`src/rtl/lsq_multi_wb.sv`:
```
// Load/store queue: in-order memory ops, wake-up from NUM_WB write-back channels, one request in flight.
// Optional macro LSQ_MMIO_SAFE_EN: loads that target IO space (addr[17:16]==2'b11) wait for ROB head.
module lsq_multi_wb #(
  parameter int unsigned DEPTH    = 8,
  parameter int unsigned ROB_BITS = 4,
  parameter int unsigned NUM_WB   = 2
) (
  input  logic                       clk_in,
  input  logic                       rst_n_in,
  input  logic                       rdy_in,
  input  logic                       flush,
  input  logic                       inst_valid,
  input  logic [3:0]                 inst_type,
  input  logic [ROB_BITS-1:0]        inst_rob_idx,
  input  logic [31:0]                inst_r1,
  input  logic [31:0]                inst_r2,
  input  logic [ROB_BITS-1:0]        inst_dep1,
  input  logic [ROB_BITS-1:0]        inst_dep2,
  input  logic                       inst_has_dep1,
  input  logic                       inst_has_dep2,
  input  logic [11:0]                inst_offset,
  output logic                       full,
  input  logic [NUM_WB-1:0]          wb_valid,
  input  logic [NUM_WB*ROB_BITS-1:0] wb_idx,
  input  logic [NUM_WB*32-1:0]       wb_value,
  input  logic                       commit_valid,
  input  logic [ROB_BITS-1:0]        commit_rob_idx,
  output logic                       st_done,
  output logic                       lsb_wb_valid,
  output logic [ROB_BITS-1:0]        lsb_wb_idx,
  output logic [31:0]                lsb_wb_value,
  output logic                       mem_valid,
  output logic                       mem_wr,
  output logic [1:0]                 mem_len,
  output logic [31:0]                mem_addr,
  output logic [31:0]                mem_wdata,
  input  logic                       mem_done,
  input  logic [31:0]                mem_rdata
);
  localparam int unsigned PTR_W = $clog2(DEPTH);
  localparam int unsigned CNT_W = PTR_W + 1;
  localparam int unsigned NCH   = NUM_WB + 1;

  typedef struct packed {
    logic                valid;
    logic                st;
    logic                uns;
    logic [1:0]          len;
    logic [ROB_BITS-1:0] rob;
    logic [31:0]         r1;
    logic [31:0]         r2;
    logic [ROB_BITS-1:0] dep1;
    logic [ROB_BITS-1:0] dep2;
    logic                has1;
    logic                has2;
    logic [11:0]         off;
  } ent_t;

  typedef enum logic {IDLE, BUSY} state_t;

  ent_t                ent_q [DEPTH];
  ent_t                ent_d [DEPTH];
  ent_t                new_e;
  ent_t                head_e;
  logic [PTR_W-1:0]    head_q, head_d, tail_q, tail_d;
  logic [CNT_W-1:0]    count_q, count_d;
  logic                full_q, full_d;
  state_t              state_q, state_d;
  logic                pend_q, pend_d;
  logic [31:0]         rdata_q, rdata_d;
  logic                if_wr_q, if_wr_d, if_uns_q, if_uns_d, if_kill_q, if_kill_d;
  logic [1:0]          if_len_q, if_len_d;
  logic [ROB_BITS-1:0] if_rob_q, if_rob_d;
  logic                mem_valid_q, mem_valid_d;
  logic [31:0]         mem_addr_q, mem_addr_d, mem_wdata_q, mem_wdata_d;

  logic                ch_v   [NCH];
  logic [ROB_BITS-1:0] ch_idx [NCH];
  logic [31:0]         ch_val [NCH];
  logic [31:0]         head_addr, ld_raw, ld_ext;
  logic                done_c, launch, push, need_commit, commit_ok;

  function automatic logic [31:0] ext_data(input logic [31:0] d, input logic [1:0] len,
                                           input logic uns);
    case (len)
      2'd0:    ext_data = uns ? {24'd0, d[7:0]} : {{24{d[7]}}, d[7:0]};
      2'd1:    ext_data = uns ? {16'd0, d[15:0]} : {{16{d[15]}}, d[15:0]};
      default: ext_data = d;
    endcase
  endfunction

  // Completion and launch decisions
  always_comb begin
    head_e      = ent_q[head_q];
    head_addr   = head_e.r1 + {{20{head_e.off[11]}}, head_e.off};
    commit_ok   = commit_valid && (commit_rob_idx == head_e.rob);
`ifdef LSQ_MMIO_SAFE_EN
    need_commit = head_e.st || (head_addr[17:16] == 2'b11);
`else
    need_commit = head_e.st;
`endif
    launch       = rdy_in && !flush && (state_q == IDLE) && head_e.valid &&
                   !head_e.has1 && !head_e.has2 && (!need_commit || commit_ok);
    push         = rdy_in && !flush && inst_valid;
    done_c       = rdy_in && (state_q == BUSY) && (mem_done || pend_q);
    ld_raw       = pend_q ? rdata_q : mem_rdata;
    ld_ext       = ext_data(ld_raw, if_len_q, if_uns_q);
    lsb_wb_valid = done_c && !if_wr_q && !if_kill_q;
    lsb_wb_idx   = if_rob_q;
    lsb_wb_value = lsb_wb_valid ? ld_ext : 32'd0;
    st_done      = done_c && if_wr_q;
  end

  // Snooped channels plus own load result as the highest-index channel
  always_comb begin
    for (int k = 0; k < int'(NUM_WB); k++) begin
      ch_v[k]   = wb_valid[k];
      ch_idx[k] = wb_idx[k*ROB_BITS +: ROB_BITS];
      ch_val[k] = wb_value[k*32 +: 32];
    end
    ch_v[NUM_WB]   = lsb_wb_valid;
    ch_idx[NUM_WB] = if_rob_q;
    ch_val[NUM_WB] = lsb_wb_value;
  end

  // Entry array: wake-up, pop, push with bypass, flush; descending scan lets channel 0 win
  always_comb begin
    new_e = '{valid: 1'b1, st: inst_type[3], uns: inst_type[2], len: inst_type[1:0],
              rob: inst_rob_idx, r1: inst_r1, r2: inst_r2, dep1: inst_dep1, dep2: inst_dep2,
              has1: inst_has_dep1, has2: inst_has_dep2, off: inst_offset};
    for (int k = int'(NCH) - 1; k >= 0; k--) begin
      if (inst_has_dep1 && ch_v[k] && (ch_idx[k] == inst_dep1)) begin
        new_e.has1 = 1'b0;
        new_e.r1   = ch_val[k];
      end
      if (inst_has_dep2 && ch_v[k] && (ch_idx[k] == inst_dep2)) begin
        new_e.has2 = 1'b0;
        new_e.r2   = ch_val[k];
      end
    end
    for (int i = 0; i < int'(DEPTH); i++) begin
      ent_d[i] = ent_q[i];
      if (rdy_in && ent_q[i].valid) begin
        for (int k = int'(NCH) - 1; k >= 0; k--) begin
          if (ent_q[i].has1 && ch_v[k] && (ch_idx[k] == ent_q[i].dep1)) begin
            ent_d[i].has1 = 1'b0;
            ent_d[i].r1   = ch_val[k];
          end
          if (ent_q[i].has2 && ch_v[k] && (ch_idx[k] == ent_q[i].dep2)) begin
            ent_d[i].has2 = 1'b0;
            ent_d[i].r2   = ch_val[k];
          end
        end
      end
    end
    if (launch) ent_d[head_q].valid = 1'b0;
    if (push)   ent_d[tail_q] = new_e;
    if (rdy_in && flush) begin
      for (int i = 0; i < int'(DEPTH); i++) ent_d[i].valid = 1'b0;
    end
  end

  // Pointers, count and full flag
  always_comb begin
    head_d  = head_q;
    tail_d  = tail_q;
    count_d = count_q;
    full_d  = full_q;
    if (rdy_in) begin
      if (flush) begin
        head_d  = '0;
        tail_d  = '0;
        count_d = '0;
        full_d  = 1'b0;
      end else begin
        head_d  = head_q + PTR_W'(launch);
        tail_d  = tail_q + PTR_W'(push);
        count_d = count_q + CNT_W'(push) - CNT_W'(launch);
        full_d  = (count_d == CNT_W'(DEPTH));
      end
    end
  end

  // Request state machine and in-flight register
  always_comb begin
    state_d     = state_q;
    pend_d      = pend_q;
    rdata_d     = rdata_q;
    if_wr_d     = if_wr_q;
    if_uns_d    = if_uns_q;
    if_len_d    = if_len_q;
    if_rob_d    = if_rob_q;
    if_kill_d   = if_kill_q;
    mem_valid_d = mem_valid_q;
    mem_addr_d  = mem_addr_q;
    mem_wdata_d = mem_wdata_q;
    if (rdy_in) begin
      mem_valid_d = launch;
      if (launch) begin
        state_d     = BUSY;
        if_wr_d     = head_e.st;
        if_uns_d    = head_e.uns;
        if_len_d    = head_e.len;
        if_rob_d    = head_e.rob;
        if_kill_d   = 1'b0;
        mem_addr_d  = head_addr;
        mem_wdata_d = head_e.r2;
      end
      if (done_c) begin
        state_d = IDLE;
        pend_d  = 1'b0;
      end else if (flush && (state_q == BUSY)) begin
        if_kill_d = 1'b1;
      end
    end else if (mem_done && (state_q == BUSY) && !pend_q) begin
      pend_d  = 1'b1;
      rdata_d = mem_rdata;
    end
  end

  always_ff @(posedge clk_in) begin
    if (!rst_n_in) begin
      for (int i = 0; i < int'(DEPTH); i++) ent_q[i] <= '0;
      head_q      <= '0;
      tail_q      <= '0;
      count_q     <= '0;
      full_q      <= 1'b0;
      state_q     <= IDLE;
      pend_q      <= 1'b0;
      rdata_q     <= '0;
      if_wr_q     <= 1'b0;
      if_uns_q    <= 1'b0;
      if_len_q    <= '0;
      if_rob_q    <= '0;
      if_kill_q   <= 1'b0;
      mem_valid_q <= 1'b0;
      mem_addr_q  <= '0;
      mem_wdata_q <= '0;
    end else begin
      for (int i = 0; i < int'(DEPTH); i++) ent_q[i] <= ent_d[i];
      head_q      <= head_d;
      tail_q      <= tail_d;
      count_q     <= count_d;
      full_q      <= full_d;
      state_q     <= state_d;
      pend_q      <= pend_d;
      rdata_q     <= rdata_d;
      if_wr_q     <= if_wr_d;
      if_uns_q    <= if_uns_d;
      if_len_q    <= if_len_d;
      if_rob_q    <= if_rob_d;
      if_kill_q   <= if_kill_d;
      mem_valid_q <= mem_valid_d;
      mem_addr_q  <= mem_addr_d;
      mem_wdata_q <= mem_wdata_d;
    end
  end

  assign full      = full_q;
  assign mem_valid = mem_valid_q;
  assign mem_wr    = if_wr_q;
  assign mem_len   = if_len_q;
  assign mem_addr  = mem_addr_q;
  assign mem_wdata = mem_wdata_q;
endmodule

```
`config.mk`:
```
export PLATFORM = sky130hd
export DESIGN_NAME = lsq_multi_wb
export DESIGN_NICKNAME = d
export VERILOG_FILES = /design/src/rtl/lsq_multi_wb.sv
export SDC_FILE = /design/constraint.sdc
export NUM_CORES = 2
export LEC_CHECK = 0
export ABC_CLOCK_PERIOD_IN_PS = 11510
export CAP_MARGIN = 0
export CORE_MARGIN = 5
export CORE_UTILIZATION = 60
export CTS_CLUSTER_SIZE = 28
export DETAILED_ROUTE_END_ITERATION = 8
export GPL_TIMING_DRIVEN = 1
export PLACE_DENSITY_LB_ADDON = 0.05
export SYNTH_ARGS = -nofsm -noshare
export SYNTH_HDL_FRONTEND = slang
export SYNTH_SLANG_ARGS = --single-unit
```
`constraint.sdc`:
```
create_clock -name clk_in -period 11.51 [get_ports clk_in]
set_input_delay 1.7265 -clock clk_in [delete_from_list [all_inputs] [get_ports clk_in]]
set_output_delay 1.7265 -clock clk_in [all_outputs]
set_load 0.02 [all_outputs]
```
======== Word-level counts from Yosys, hierarchy flattened ========
Memories as Yosys holds them, arrays and structs flattened. A register that Yosys moved wholly into a read port is not among the register bits.
Cells that the tools add are included.
W data, S select, Z words.
storage, ports and cells
  bits in registers ....................... 119
  latch bits .............................. 0
  memory bits (writable) .................. 760
  ROM bits ................................ 0
  input bits .............................. 211
  output and inout bits ................... 107
  logic and storage cells ................. 415
  memories kept ........................... 1
memory list
  name   depth  bits a word  rd ports  clocked after memory_dff  wr ports  RTL line  RTL
  ent_q  8      95           9         1                         8         61        ent_t ent_q [DEPTH];
operators by class
  add/sub/neg operators ................... 5
  multipliers ............................. 0
  divide/modulo/power cells ............... 0
  magnitude comparators ................... 4
  eq/ne operators ......................... 58
  shifts and indexed selects .............. 0
  multiplexer cells ....................... 169
  bitwise gates (word level) .............. 12
  reduce and logical (&&, ||, !) cells .... 151
operators by type and width
  cell                  number
  $mux W32              58
  $bwmux W760           2
  $mux W760             2
  $mux W95              10
  $demux W95 S3         2
  $mux W64              8
  $eq A4 B4 Y1          55
  $logic_and A1 B1 Y1   135
  $mux W1               73
  $pmux W32 S2          1
  $add A32 B32 Y32      1
  $mux W2               8
  $mux W3               4
  $ge A4 B4 Y1 const B  2
  $lt A4 B1 Y1 const B  2
  $not A3 Y4            2
  $or A1 B1 Y1          8
  $reduce_and A2 Y1     4
  $logic_not A1 Y1      7
  $add A3 B1 Y3         2
  $add A4 B1 Y4         1
  $eq A4 B4 Y1 const B  1
  $mux W4               1
  $reduce_bool A2 Y1    2
  other kinds (6)       8

======== Longest topological paths before layout ========
  word-level depth ........................ 16
  mapped depth ............................ 20

======== Worst setup path after synthesis ========
Ideal clock, no wire load.
  path kind ............................... reg-to-reg
  start ................................... reg with a tool-made name
  end ..................................... reg mem_addr_q[30] (netlist: mem_addr[30])
  setup time .............................. 0.137 ns
  arrival ................................. 4.888 ns
  path slack .............................. 6.485 ns
  stages on the path, launching flop included .. 19
  path through ............................ dfxtp_1 -> clkbuf_1 -> buf_2 -> buf_1 -> buf_1 -> mux4_2 -> mux2_2 -> ha_1 -> inv_1 -> fa_1 -> nor2b_1 -> o21ai_0 -> a21oi_1 -> o41a_1 -> a21oi_1 -> o21ai_0 -> a211o_1 -> a311oi_1 -> o221ai_1
RTL lines
  element               RTL line  RTL
  to (signal assigned)  254       mem_addr_q <= mem_addr_d;
  to (decl)             75        logic [31:0] mem_addr_q, mem_addr_d, mem_wdata_q, mem_wdata_d;

======== Worst setup path after layout ========
  start ................................... in mem_rdata[7]
  end ..................................... out lsb_wb_value[31]
between the ends
  longest elaborated chain between the ends .. 4
RTL lines
  element       RTL line  RTL
  from (decl)   38        input logic [31:0] mem_rdata
  $mux W32      106       ld_raw = pend_q ? rdata_q : mem_rdata;
  $mux W32      86        2'd0: ext_data = uns ? {24'd0, d[7:0]} : {{24{d[7]}}, d[7:0]};
  $pmux W32 S2  85        case (len)
  $mux W32      110       lsb_wb_value = lsb_wb_valid ? ld_ext : 32'd0;
  to (decl)     31        output logic [31:0] lsb_wb_value,
Every way passes these cells.

==> results.py <==
metrics = {
    "run_status": {
        "status": "complete, no violations",
    },
    "placement": {
        "place.gp.congestion": 0.932,
        "port_buffers": 317,
        "dp_slack_ns": 5.16,
        "dp_cells": 8622,
        "dpl.hpwl_mm": 151,
    },
    "setup_path": {
        "crit_path_start": "mem_rdata[7]",
        "startpoint_type": "primary input",
        "critPathKind": "in2out",
        "critPathCaptureType": "output port",
        "worst-path-max-fanout": 31,
        "worstPathArrival_ns": 4.76,
        "critPathRequiredTime_ns": 9.78,
    },
    "global_routing": {
        "grt_pass1_vias": 61100,
        "grt.busiest_layer": "met2",
        "antenna_found_initial": 18,
        "grt_use_met1_pct": 56.9,
        "grt.total_usage_pct": 46.7,
        "grt_start_max_net_pins": 204,
        "grt-ovfl-total": 0,
        "grt_pass1_wl_mm": 387,
        "met3_usage_pct": 16.2,
        "grt_use_met2_pct": 67.8,
    },
    "pwr": {
        "p_leak_nw": 22.6,
        "p_int_mw": 5.22,
        "p_seq_share_pct": 43.0,
        "switching_power_mw": 1.96,
        "combPwrFrac_pct": 10.3,
        "p_sw_share_pct": 27.3,
        "p_per_area_nw_per_um2": 108,
        "ir_worst_vdd_mv": 0.126,
        "p_clk_share_pct": 46.8,
    },
    "logic_synthesis": {
        "synth-main-ff-cell": "dfxtp_1",
        "synthesis.nets": 8050,
        "syn-cell-area_um2": 60300,
        "ys_types": 72,
        "synth_seq_area_share_pct": 29.3,
        "yosysWarnings": 0,
        "synth_area_per_cell_um2": 7.74,
        "async_flop_share_pct": 0,
        "synth_edf_count": 0,
        "ys_seq_elements": 882,
        "synthCells": 7798,
    },
    "clocking": {
        "numCtsBuffers": 101,
        "cts_setup_buffers": 0,
        "cts.hold.buffers_added": 0,
        "cts_resized": 0,
        "insertion_delay_ns": 0.73,
        "cts-root-buf": "clkbuf_16",
        "numClockSinks": 882,
        "clockBufferDepth": 3,
        "cts.clk_slew.worst_paths_ns": 0.06,
        "cts_tree": "built",
        "ctsHtreeMaxLevel": 3,
    },
    "die": {
        "core_um2": 100000,
        "rows": 116,
        "io_pins": 318,
        "dieArea_um2": 107000,
        "dieHeight_um": 327,
        "start_util_pct": 60.3,
        "die_width_um": 327,
    },
    "timing": {
        "setup_ws_ns": 5.03,
        "clock_skew_ns": 0.0257,
        "hold_viol_final": 0,
        "slew_violations": 0,
        "tightest_slew_ns": 1.34,
        "rsz0062_at_grt": "false",
        "fin_crit_ns": 6.48,
        "period_share_pct": 56.3,
        "relSlewSlack_pct": 10.8,
        "final.setup.tns_ns": 0,
        "setup_viol": 0,
        "fmax_ghz": 0.154,
    },
    "layout": {
        "syn_to_final_growth_pct": 10.0,
        "fin_cells": 8809,
        "final_common_cell": "a211oi_1",
        "layout_common_cells": "1440 x a211oi_1, 987 x nor2_1, 908 x nand2_1",
        "drive_gt1_share_pct": 9.08,
        "nNetsFinal": 7679,
        "nFillCells": 8502,
    },
    "route": {
        "vias": 65200,
        "avgRoutedWirePerCell_um": 30.0,
        "dr.pass1.iters": 9,
        "drcViolationCount": 0,
        "wl_mm": 264,
        "via_per_inst": 7.40,
        "ant_nets": 0,
        "first_iter_violations": 10200,
    },
    "worst_hold_path": {
        "hold_start": "rdata_q[21]$_SDFFE_PN0P_",
        "hold_path_class": "reg2reg",
    },
    "job": {
        "drv_cap": 0,
    },
}
cells by family (layout without fill, tap and decap cells):
family / after synthesis / count (layout) / synth area share (%)
compound gates: 2860 / 2860 / 31.4
simple gates: 2139 / 2139 / 14.3
buf+inv: 1038 / 743 / 7.06
flops: 882 / 882 / 29.3
mux: 619 / 619 / 13.9
xor+xnor: 219 / 219 / 3.18
fa+ha+maj: 41 / 41 / 0.875
other cells: 0 / 8 / 0
metrics by stage:
stage / instance area (µm²) / power (mW) / hold slack [ns] / utilization (%)
after CTS: 66300 / 7.13 / 0.454 / 66.3
final: 66400 / 7.19 / 0.451 / 66.4
after floorplan: 60300 / 3.54 / 0.433 / -
after global routing: 66300 / 7.31 / 0.470 / 66.3
after detailed placement: 63000 / 3.85 / 0.446 / 63.0
after global placement: 63000 / 3.84 / 0.438 / 63.0
sequential cells by signal (all words and copies together) (netlist names), named ones only:
| register | cells |
|---|---|
| ent_q | 760 |
| mem_len | 2 |
| head_q | 3 |
| if_kill_q | 1 |
| mem_wdata | 32 |
| lsb_wb_idx | 4 |
| pend_q | 1 |
| if_uns_q | 1 |
| mem_addr | 32 |
| rdata_q | 32 |
| state_q | 1 |
| full | 1 |
| mem_wr | 1 |
| mem_valid | 1 |
| count_q | 4 |
| tail_q | 3 |
layout make-up:
type | count | area, µm² | area share [%]
diodes | 8 | 20.0 | 0.0302
clock buffers | 148 | 2950 | 4.45
clock inverters | 31 | 402 | 0.605
inverters | 52 | 204 | 0.307
multi-input cells | 5878 | 38800 | 58.5
flip-flops and latches | 882 | 17700 | 26.6
well taps | 1298 | 1620 | 2.45
repair buffers | 512 | 4690 | 7.06
Yosys cell counts, types with 15 or more instances:
master / instances / area share (%)
a211oi_1: 1440 / 18
a21o_1: 34 / 0.42
a21oi_1: 721 / 6.0
a222oi_1: 15 / 0.25
a22oi_1: 17 / 0.21
a311oi_1: 20 / 0.29
a31oi_1: 21 / 0.22
buf_1: 73 / 0.45
buf_2: 115 / 0.95
buf_4: 49 / 0.61
clkbuf_1: 744 / 4.6
dfxtp_1: 882 / 29
ha_1: 39 / 0.81
inv_1: 50 / 0.31
mux2_2: 64 / 1.2
mux2i_1: 387 / 6.4
mux4_2: 168 / 6.3
nand2_1: 924 / 5.7
nand2b_1: 35 / 0.36
nand3_1: 31 / 0.26
nand4_1: 30 / 0.31
nor2_1: 993 / 6.2
nor3_1: 48 / 0.40
o211ai_1: 57 / 0.71
o21a_1: 27 / 0.34
o21ai_0: 250 / 2.1
o21ai_1: 73 / 0.61
o221ai_1: 62 / 0.90
o22ai_1: 77 / 0.80
xnor2_1: 88 / 1.3
xor2_1: 131 / 1.9
final timing paths:
path / endpoint / slack (ns) / cells past startpoint
worst max-delay path: lsb_wb_value[31] / 5.03 / 9
worst min-delay path: rdata_q[21]$_SDFFE_PN0P_ / 0.45 / 2
worst max register to register: mem_addr[30]$_SDFFE_PN0P_ / 5.57 / 17
worst min register to register: rdata_q[21]$_SDFFE_PN0P_ / 0.45 / 2
routing by layer:
| layer | up-vias | share of wire [%] |
|---|---|---|
| met4 | 12 | 10 |
| met1 | 30200 | 35 |
| li1 | 27900 | - |
| met2 | 5506 | 40 |
| met3 | 1507 | 15 |
| met5 | - | 0.028 |
worst max-delay path, cell delays in order:
cell	delay [ns]
clkdlybuf4s50_1	0.52
mux2_2	0.23
nor2_1	0.09
a2111oi_4	0.39
buf_4	0.47
a21oi_1	0.09
buf_4	0.23
nor2_1	0.29
clkdlybuf4s50_1	0.68
power groups by stage:
| stage | registers (mW) | logic [mW] | clock network [mW] |
|---|---|---|---|
| after floorplan | 3.15 | 0.380 | 0 |
| after global placement | 3.15 | 0.689 | 0 |
| after detailed placement | 3.16 | 0.693 | 0 |
| after CTS | 3.09 | 0.697 | 3.35 |
| after global routing | 3.09 | 0.749 | 3.47 |
| final | 3.09 | 0.739 | 3.36 |
Note: power is estimated with default switching activity, not from simulation.
